`config.mk`:
```
export PLATFORM = sky130hd
export DESIGN_NAME = aes_mix_columns_iter
export DESIGN_NICKNAME = d
export VERILOG_FILES = /design/src/rtl/aes_pkg.sv /design/src/rtl/aes_mix_single_column.sv /design/src/rtl/aes_mix_columns_iter.sv
export SDC_FILE = /design/constraint.sdc
export NUM_CORES = 1
export LEC_CHECK = 0
export ABC_AREA = 1
export CORE_UTILIZATION = 34
export CTS_CLUSTER_DIAMETER = 150
export CTS_CLUSTER_SIZE = 16
export DETAILED_ROUTE_END_ITERATION = 10
export GPL_TIMING_DRIVEN = 0
export SLEW_MARGIN = 25
export SYNTH_ARGS = -nofsm -noshare
export SYNTH_HDL_FRONTEND = slang
export SYNTH_SLANG_ARGS = --single-unit
export TNS_END_PERCENT = 1
```
`constraint.sdc`:
```
create_clock -name clk_i -period 5.1 [get_ports clk_i]
set_clock_uncertainty 0.2 [all_clocks]
set_input_delay 1.02 -clock clk_i [delete_from_list [all_inputs] [get_ports clk_i]]
set_output_delay 1.02 -clock clk_i [all_outputs]
set_load 0.02 [all_outputs]
```
`src/rtl/aes_pkg.sv`:
```
// Shared AES datapath types and GF(2^8) helpers (polynomial 0x11B).
package aes_pkg;

  // Number of columns in the AES state; the iterative MixColumns is built for exactly this.
  localparam int unsigned AES_NUM_COLS = 4;

  // Cipher direction. Any other encoding is illegal and is flagged by the consumer.
  typedef enum logic [1:0] {
    CIPH_FWD = 2'b01,
    CIPH_INV = 2'b10
  } ciph_op_e;

  // Sparse encoding: every pair of legal states is at Hamming distance >= 3,
  // so a single upset can never turn one legal state into another.
  typedef enum logic [4:0] {
    IDLE = 5'b10110,
    BUSY = 5'b01101,
    DONE = 5'b11000
  } aes_mix_iter_state_e;

  // Multiply by x (0x02) in GF(2^8) mod 0x11B.
  function automatic logic [7:0] aes_mul2(input logic [7:0] x);
    logic [7:0] r;
    r = {x[6:0], 1'b0} ^ (x[7] ? 8'h1b : 8'h00);
    return r;
  endfunction

  // Multiply by x^2 (0x04) in GF(2^8) mod 0x11B.
  function automatic logic [7:0] aes_mul4(input logic [7:0] x);
    return aes_mul2(aes_mul2(x));
  endfunction

endpackage

```
`src/rtl/aes_mix_single_column.sv`:
```
// Combinational (Inv)MixColumns on one 4-byte column, data_i[0..3] = rows 0..3.
// The inverse is computed as a cheap pre-multiply by the circulant {05,00,04,00}
// followed by the forward matrix, so both directions share one multiplier tree.
module aes_mix_single_column
  import aes_pkg::*;
(
  input  ciph_op_e         op_i,
  input  logic [3:0][7:0]  data_i,
  output logic [3:0][7:0]  data_o
);

  logic [3:0][7:0] pre_s;
  logic [7:0]      u_s;
  logic [7:0]      v_s;

  // Inverse pre-processing: a0^=4(a0^a2), a2^=4(a0^a2), a1^=4(a1^a3), a3^=4(a1^a3).
  always_comb begin
    pre_s = data_i;
    u_s   = 8'h00;
    v_s   = 8'h00;
    if (op_i == CIPH_INV) begin
      u_s      = aes_mul4(data_i[0] ^ data_i[2]);
      v_s      = aes_mul4(data_i[1] ^ data_i[3]);
      pre_s[0] = data_i[0] ^ u_s;
      pre_s[2] = data_i[2] ^ u_s;
      pre_s[1] = data_i[1] ^ v_s;
      pre_s[3] = data_i[3] ^ v_s;
    end else begin
      pre_s = data_i;
    end
  end

  // Forward matrix: out[r] = 2*a[r] ^ 3*a[r+1] ^ a[r+2] ^ a[r+3] = 2*(a[r]^a[r+1]) ^ a[r+1] ^ a[r+2] ^ a[r+3].
  always_comb begin
    data_o = '0;
    for (int r = 0; r < 4; r++) begin
      data_o[r] = aes_mul2(pre_s[r] ^ pre_s[(r + 1) & 3])
                ^ pre_s[(r + 1) & 3] ^ pre_s[(r + 2) & 3] ^ pre_s[(r + 3) & 3];
    end
  end

endmodule

```
`src/rtl/aes_mix_columns_iter.sv`:
```
// Iterative MixColumns: one column per cycle through a single column mixer,
// full 4x4 state in and out over valid/ready. Result and valid come from flops.
module aes_mix_columns_iter
  import aes_pkg::*;
#(
  parameter int NumCols = 4
) (
  input  logic                   clk_i,
  input  logic                   rst_i,
  input  logic                   clear_i,
  input  logic                   in_valid_i,
  output logic                   in_ready_o,
  input  ciph_op_e               op_i,
  input  logic [3:0][3:0][7:0]   state_i,
  output logic                   out_valid_o,
  input  logic                   out_ready_i,
  output logic [3:0][3:0][7:0]   state_o,
  output logic                   err_o
);

  if (NumCols != AES_NUM_COLS) begin : gen_bad_numcols
    $error("aes_mix_columns_iter: NumCols must be 4");
  end

  aes_mix_iter_state_e  fsm_q, fsm_d;
  logic [1:0]           cnt_q, cnt_d;
  logic [3:0][3:0][7:0] work_q, work_d;
  ciph_op_e             op_q, op_d;
  logic                 op_err_q, op_err_d;
  logic                 err_q, err_d;

  logic [3:0][7:0]      col_in_s;
  logic [3:0][7:0]      col_out_s;
  logic                 accept_s;
  logic                 op_ok_s;

  aes_mix_single_column u_mix_col (
    .op_i   (op_q),
    .data_i (col_in_s),
    .data_o (col_out_s)
  );

  // Select the column addressed by the counter as the mixer operand.
  always_comb begin
    col_in_s = '0;
    for (int r = 0; r < 4; r++) begin
      col_in_s[r] = work_q[r][cnt_q];
    end
  end

  // Handshake decode; in DONE a new state is taken only while the result is drained.
  always_comb begin
    in_ready_o = 1'b0;
    if (fsm_q == IDLE) begin
      in_ready_o = 1'b1;
    end else if (fsm_q == DONE) begin
      in_ready_o = out_ready_i;
    end else begin
      in_ready_o = 1'b0;
    end
    accept_s = in_valid_i & in_ready_o;
    op_ok_s  = (op_i == CIPH_FWD) || (op_i == CIPH_INV);
  end

  // Next-state logic: accept, per-column writeback, drain, abort.
  always_comb begin
    fsm_d    = fsm_q;
    cnt_d    = cnt_q;
    work_d   = work_q;
    op_d     = op_q;
    op_err_d = op_err_q;
    err_d    = 1'b0;

    unique case (fsm_q)
      IDLE: begin
        if (accept_s) begin
          work_d   = state_i;
          op_d     = op_i;
          op_err_d = ~op_ok_s;
          err_d    = ~op_ok_s;
          cnt_d    = 2'd0;
          fsm_d    = BUSY;
        end else begin
          fsm_d = IDLE;
        end
      end
      BUSY: begin
        // An illegal op still walks all four columns but writes zeros,
        // so no partially mixed data can ever be presented.
        for (int r = 0; r < 4; r++) begin
          work_d[r][cnt_q] = op_err_q ? 8'h00 : col_out_s[r];
        end
        if (cnt_q == 2'd3) begin
          cnt_d = 2'd0;
          fsm_d = DONE;
        end else begin
          cnt_d = cnt_q + 2'd1;
        end
      end
      DONE: begin
        if (out_ready_i) begin
          if (accept_s) begin
            work_d   = state_i;
            op_d     = op_i;
            op_err_d = ~op_ok_s;
            err_d    = ~op_ok_s;
            cnt_d    = 2'd0;
            fsm_d    = BUSY;
          end else begin
            fsm_d = IDLE;
          end
        end else begin
          fsm_d = DONE;
        end
      end
      default: begin
        // Corrupted state register: recover to IDLE, scrub data, report.
        fsm_d    = IDLE;
        cnt_d    = 2'd0;
        work_d   = '0;
        op_err_d = 1'b0;
        err_d    = 1'b1;
      end
    endcase

    if (clear_i) begin
      fsm_d    = IDLE;
      cnt_d    = 2'd0;
      work_d   = '0;
      op_d     = CIPH_FWD;
      op_err_d = 1'b0;
      err_d    = 1'b0;
    end else begin
      err_d = err_d;
    end
  end

  // State registers with synchronous reset.
  always_ff @(posedge clk_i) begin
    if (rst_i) begin
      fsm_q    <= IDLE;
      cnt_q    <= 2'd0;
      work_q   <= '0;
      op_q     <= CIPH_FWD;
      op_err_q <= 1'b0;
      err_q    <= 1'b0;
    end else begin
      fsm_q    <= fsm_d;
      cnt_q    <= cnt_d;
      work_q   <= work_d;
      op_q     <= op_d;
      op_err_q <= op_err_d;
      err_q    <= err_d;
    end
  end

  assign out_valid_o = (fsm_q == DONE);
  assign state_o     = work_q;
  assign err_o       = err_q;

endmodule

```
**Word-level counts from Yosys, hierarchy flattened**

Cells that the tools add are included.

- $add $sub $neg: 1
- Multipliers: 0
- Divide/modulo/power cells: 0
- Magnitude comparators: 2
- Equality and inequality tests: 9
- Shifts and indexed selects: 0
- Multiplexer cells: 49
- Bitwise gates (word level): 33
- Reductions and logical operators: 6

Operator list:

| operator | number |
|---|---|
| $pmux 128 s3 | 1 |
| $mux 128 | 2 |
| $xor 8x8->8 | 30 |
| $bwmux 32 | 4 |
| $mux 8 | 9 |
| $bmux 8 s2 | 4 |
| $mux 5 | 11 |
| $mux 32 | 1 |
| $demux 8 s2 | 1 |
| $pmux 5 s3 | 1 |
| $eq 5x5->1 const B | 2 |
| $mux 2 | 5 |
| $eq 2x2->1 const B | 3 |
| $mux 1 | 6 |
| $pmux 1 s3 | 2 |
| $pmux 2 s3 | 1 |
| $eq 5x4->1 const B | 1 |
| $pmux 2 s2 | 1 |
| $reduce_and 2->1 | 2 |
| $lt 2x3->1 const B | 1 |
| $add 2x1->2 const B | 1 |
| $eq 2x1->1 const B | 1 |
| $ge 2x1->1 const B | 1 |
| $ne 2x1->1 const B | 1 |
| other kinds (7) | 8 |

- Register bits: 139
- Bits in latches: 0
- RAM bits: 0
- ROM bits: 0
- Input port bits: 135
- Output and inout bits: 131
- Word-level logic and storage cells: 121
- Memories: 0

**Longest topological paths before layout**

- Depth in word-level cells: 18
- Mapped depth: 24
- Depth with buffers taken out: 23

**Modules after synthesis**

A second synthesis with hierarchy kept.

- Cells, all modules: 2181
- Area total of the unflattened synthesis: 11682.5 um2

Modules (own cells, without submodules):

| module | times used | cells an instance | area each (um2) |
|---|---|---|---|
| aes_mix_columns_iter | 1 | 1663 | 9011.1 |
| aes_mix_single_column | 1 | 518 | 2671.3 |

**Worst setup path after synthesis**

OpenSTA, ideal clock, no wires.

- Path kind: input-to-output
- Start: in out_ready_i
- End: out in_ready_o
- Arrival time: 1.406 ns
- Required time: 3.880 ns
- Slack: 2.474 ns
- Cell stages on the path: 2
- Buffers on the path: 0
- Path through: nor2_1 nor2_1

- Longest elaborated chain between the ends: 2

Ends and longest elaborated chain:

| item | line | RTL |
|---|---|---|
| start: declaration | aes_mix_columns_iter.sv:16 | `input logic out_ready_i,` |
| $mux 1 | aes_mix_columns_iter.sv:56 | `end else if (fsm_q == DONE) begin` |
| $mux 1 | aes_mix_columns_iter.sv:54 | `if (fsm_q == IDLE) begin` |
| end: declaration | aes_mix_columns_iter.sv:12 | `output logic in_ready_o,` |

No other way between the ends.

**Worst setup path after layout**

- Start: reg cnt_q[1]
- End: reg work_q (netlist bit state_o[9])

- Longest elaborated chain between the ends: 16
- Elaborated cells on any way between the ends: 37

Ends and longest elaborated chain:

| item | line | RTL |
|---|---|---|
| start: declaration | aes_mix_columns_iter.sv:26 | `logic [1:0] cnt_q, cnt_d;` |
| start signal: assignment | aes_mix_columns_iter.sv:149 | `cnt_q <= cnt_d;` |
| $bmux 8 s2 | aes_mix_columns_iter.sv:47 | `col_in_s[r] = work_q[r][cnt_q];` |
| $mux 8 (not written as such) | aes_mix_columns_iter.sv:47 |  |
| $xor 8x8->8, on equally long branches | aes_mix_single_column.sv:22, aes_mix_single_column.sv:23 |  |
| $xor 8x8->8 | aes_pkg.sv:24 | `r = {x[6:0], 1'b0} ^ (x[7] ? 8'h1b : 8'h00);` |
| $mux 5 or $xor 8x8->8 (tied branches) | aes_pkg.sv:24 |  |
| $xor 8x8->8, on equally long branches | aes_pkg.sv:24, aes_mix_single_column.sv:24, aes_mix_single_column.sv:26 |  |
| $xor 8x8->8, or another cell as far along | aes_mix_single_column.sv:24 | `pre_s[0] = data_i[0] ^ u_s;` |
| $mux 32 or $xor 8x8->8 (tied branches) | aes_mix_single_column.sv:21, aes_mix_single_column.sv:37 |  |
| $xor 8x8->8 or $mux 5 (tied branches) | aes_mix_single_column.sv:37, aes_pkg.sv:24 |  |
| $xor 8x8->8 | aes_pkg.sv:24 |  |
| $xor 8x8->8 (3 in series) | aes_mix_single_column.sv:38 | `^ pre_s[(r + 1) & 3] ^ pre_s[(r + 2) & 3] ^ pre_s[(r + 3) & 3];` |
| $mux 8 | aes_mix_columns_iter.sv:91 | `work_d[r][cnt_q] = op_err_q ? 8'h00 : col_out_s[r];` |
| $bwmux 32 * | aes_mix_columns_iter.sv:91 |  |
| $pmux 128 s3 * | aes_mix_columns_iter.sv:74 | `unique case (fsm_q)` |
| end signal: assignment | aes_mix_columns_iter.sv:150 | `work_q <= work_d;` |
| end: declaration | aes_mix_columns_iter.sv:27 | `logic [3:0][3:0][7:0] work_q, work_d;` |

Mark *: on every way between the ends. The rest lies on a longest branch, timed or not. The select of a mux whose other input is x is not followed.
A chain may end at the register's enable or synchronous reset.

==> results.cfg <==
[logic_synthesis]
synth_largest_area_cell = dfxtp_1
synth_ff_type = dfxtp_1
synth_fp_nets = 2117
synth_area_per_cell_um2 = 5.83
post-synth-top-area-fraction = 0.241
async_flop_share = 0
ys_top_cells_by_area = dfxtp_1 24%, nand2_1 24%, o21ai_0 11%, nand3_1 6.3%, a21oi_1 6.2%
syn_inst = 1978
synth-edff-count = 0
synth_seq_cells = 139
yosysWarnings = 0
synth.distinct_cells = 41
seq_area_frac_synth = 0.241
synth_area_um2 = 11500

[cells_and_area]
final_cell_mix = 739 x nand2_1, 265 x clkdlybuf4s50_1, 245 x o21ai_0, 146 x nand3_1, 143 x a21oi_1
area_growth_pct = 32.8
fillers = 3555
fin_nets = 2401
final_common_cell = nand2_1
drive_gt1_frac = 0.0730

[detailed_routing]
wl_met3_um = 6910
routed_via_density = 5.78
drt_iter0_markers = 2072
top_layer_used = met4
num_vias = 15800
route.detailed.drc = 0
final_antenna_net_count = 0
wl_met2_um = 29600
routed_wl_um = 68400
dr.pass1.iters = 6
wl_per_cell_um = 25.1
wl_met1_um = 28500

[sta]
finalHoldViolCount = 0
slew_viol_final = 0
tns_ns = 0
relSlewSlack = 0.320
setup_viol = 0
fin_crit_sh = 0.762
worst_pin_slew_ns = 1.02
fmax_mhz = 257
rsz0062_at_grt = no
period_needed_ns = 3.89

[setup_path]
cp.required_ns = 5.24
max_stage_delay_ns = 0.33
start_kind = register
path_cells = buf_4, inv_4, buf_6, nand3_1, nand2_1, inv_1, nand2_2, nand3_1, nand2_1, nand2_2, inv_1, nand2_1, nand2_2, inv_2, nand2_1, nand2_1, o21ai_1, nand3_1, nand3_2, nand2_1, nand2_1, a21oi_1
cpMostUsedCell = nand2_1
worstSetupPathType = register to register
critical_path.slowest_cell = dfxtp_1
path_buf_inv = 6
path_max_fanout = 10
crit_path_end_kind = register
cp.arrival_ns = 4.03
crit_family = simple AND/OR/NAND/NOR gates

[cts]
h-tree-depth = 4
insertion_delay_ns = 0.47
cts_buffers = 17
root_buffer = clkbuf_16
cts_tree = done
clock_sinks = 139
post_cts_buffers = 0
holdBufCountCts = 0
cts_buffer_depth = 2
clkTransAtPathRegs_ns = 0.07
cts_resized = 0

[floorplanning]
coreArea_um2 = 33400
pin_count = 266
initial_core_util = 0.345
fp.dieW_um = 186
rows = 67
die_h_um = 186
die-area_um2 = 34700

[run_status]
status = complete, no violations

[place]
gp_congestion = 1.05
hpwlAfterDp_um = 54300
portBuffers = 265

[hold_path]
hp-class = register to register

[power_and_ir_drop]
irDropWorstVdd_mv = 0.255
p_leak_nw = 6.26
powerDensity_nw_per_um2 = 287
power_mw = 4.40

[grt]
first_global_vias = 14100
grt_first_pass_wirelength_um = 96700
grt_usage = 0.394
antenna_found_initial = 1
grt_max_degree = 17
gr-total-overflow = 0

[flow_run]
drv_cap = 0
## worst paths after layout
check | from | to | slack, ns | depth (start not counted)
setup / recovery | cnt_q[1]$_SDFFE_PP0P_ | state_o[9]$_SDFFE_PP0P_ | 1.21 | 22
hold / removal | op_q[1]$_SDFFE_PP0P_ | op_q[1]$_SDFFE_PP0P_ | 0.26 | 2
setup reg to reg | cnt_q[1]$_SDFFE_PP0P_ | state_o[9]$_SDFFE_PP0P_ | 1.21 | 22
hold reg to reg | op_q[1]$_SDFFE_PP0P_ | op_q[1]$_SDFFE_PP0P_ | 0.26 | 2
## metrics by stage
| step | instance area, um2 | cells | setup WS [ns] | hold slack [ns] | utilization |
|---|---|---|---|---|---|
| 2_1_floorplan | 11500 | 1978 | 2.47 | 0.230 | - |
| 3_3_place_gp | 14700 | 2691 | 1.08 | 0.241 | 0.441 |
| 3_5_place_dp | 14700 | 2691 | 1.08 | 0.248 | 0.441 |
| 4_1_cts | 15300 | 2722 | 1.35 | 0.259 | 0.458 |
| 5_1_grt | 15300 | 2722 | 1.12 | 0.290 | 0.458 |
| 6_report | 15300 | 2723 | 1.21 | 0.262 | 0.458 |
## logic make-up after synthesis
kind of cell / count (synthesis) / share of synthesized area
xor gates and xnor gates: 35 / 0.0380
buffers and inverters: 206 / 0.0789
DFF: 139 / 0.241
adders and majority gates: 4 / 0.00434
AOI/OAI and AO/OA: 458 / 0.218
and+or+nand+nor: 1136 / 0.420
## report_power, final
part	switching [mW]	internal [mW]	leakage, nW
Sequential	0.141	1.17	1.14
Clock	0.543	0.731	0.279
Combinational	1.24	0.572	4.84
Total	1.92	2.48	6.26
## state kept, by name, summed over array words and instances (netlist names)
signal    count
op_q          2
fsm_q         5
state_o     128
cnt_q         2
err_o         1
op_err_q      1
## tightest hold or removal path: stages, from the launching register on
cell and delay (ns):
dfxtp_1 0.30, inv_1 0.06, a21oi_1 0.06
## layout make-up
class	instances	area (um2)	area share
Antenna cell	1	2.50	0.000163
Buffer	125	603	0.0394
Clock buffer	25	505	0.0330
Clock inverter	6	61.3	0.00400
Inverter	81	307	0.0200
Multi-Input combinational cell	1633	7840	0.512
Sequential cell	139	2780	0.182
Tap cell	448	561	0.0366
Timing Repair Buffer	265	2650	0.173
## layer usage
layer  vias up  global-route usage
met2       978               0.598
met3       186              0.0808
li1       7150                   -
met1      7437               0.529
met5         -                   0
met4         0               0.194
## Yosys cell counts, types with 2 or more instances
cell type  instances
nand2_1          739
o21ai_0          245
nand3_1          146
a21oi_1          143
dfxtp_1          139
nor2_1           133
clkbuf_1          84
inv_1             58
nand4_1           53
nand2_2           39
a221oi_1          28
buf_2             20
inv_2             20
a21o_1            17
nand3_2           17
xor2_1            15
buf_6             12
o211ai_1          12
xnor2_1            7
xor2_2             7
buf_4              5
a41oi_1            4
buf_1              4
ha_1               4
a21oi_2            3
nand2_4            3
xnor2_2            3
clkinv_1           2
o21ai_1            2
o21ai_2            2
xor2_4             2
Note: power is estimated with default switching activity, not from simulation.
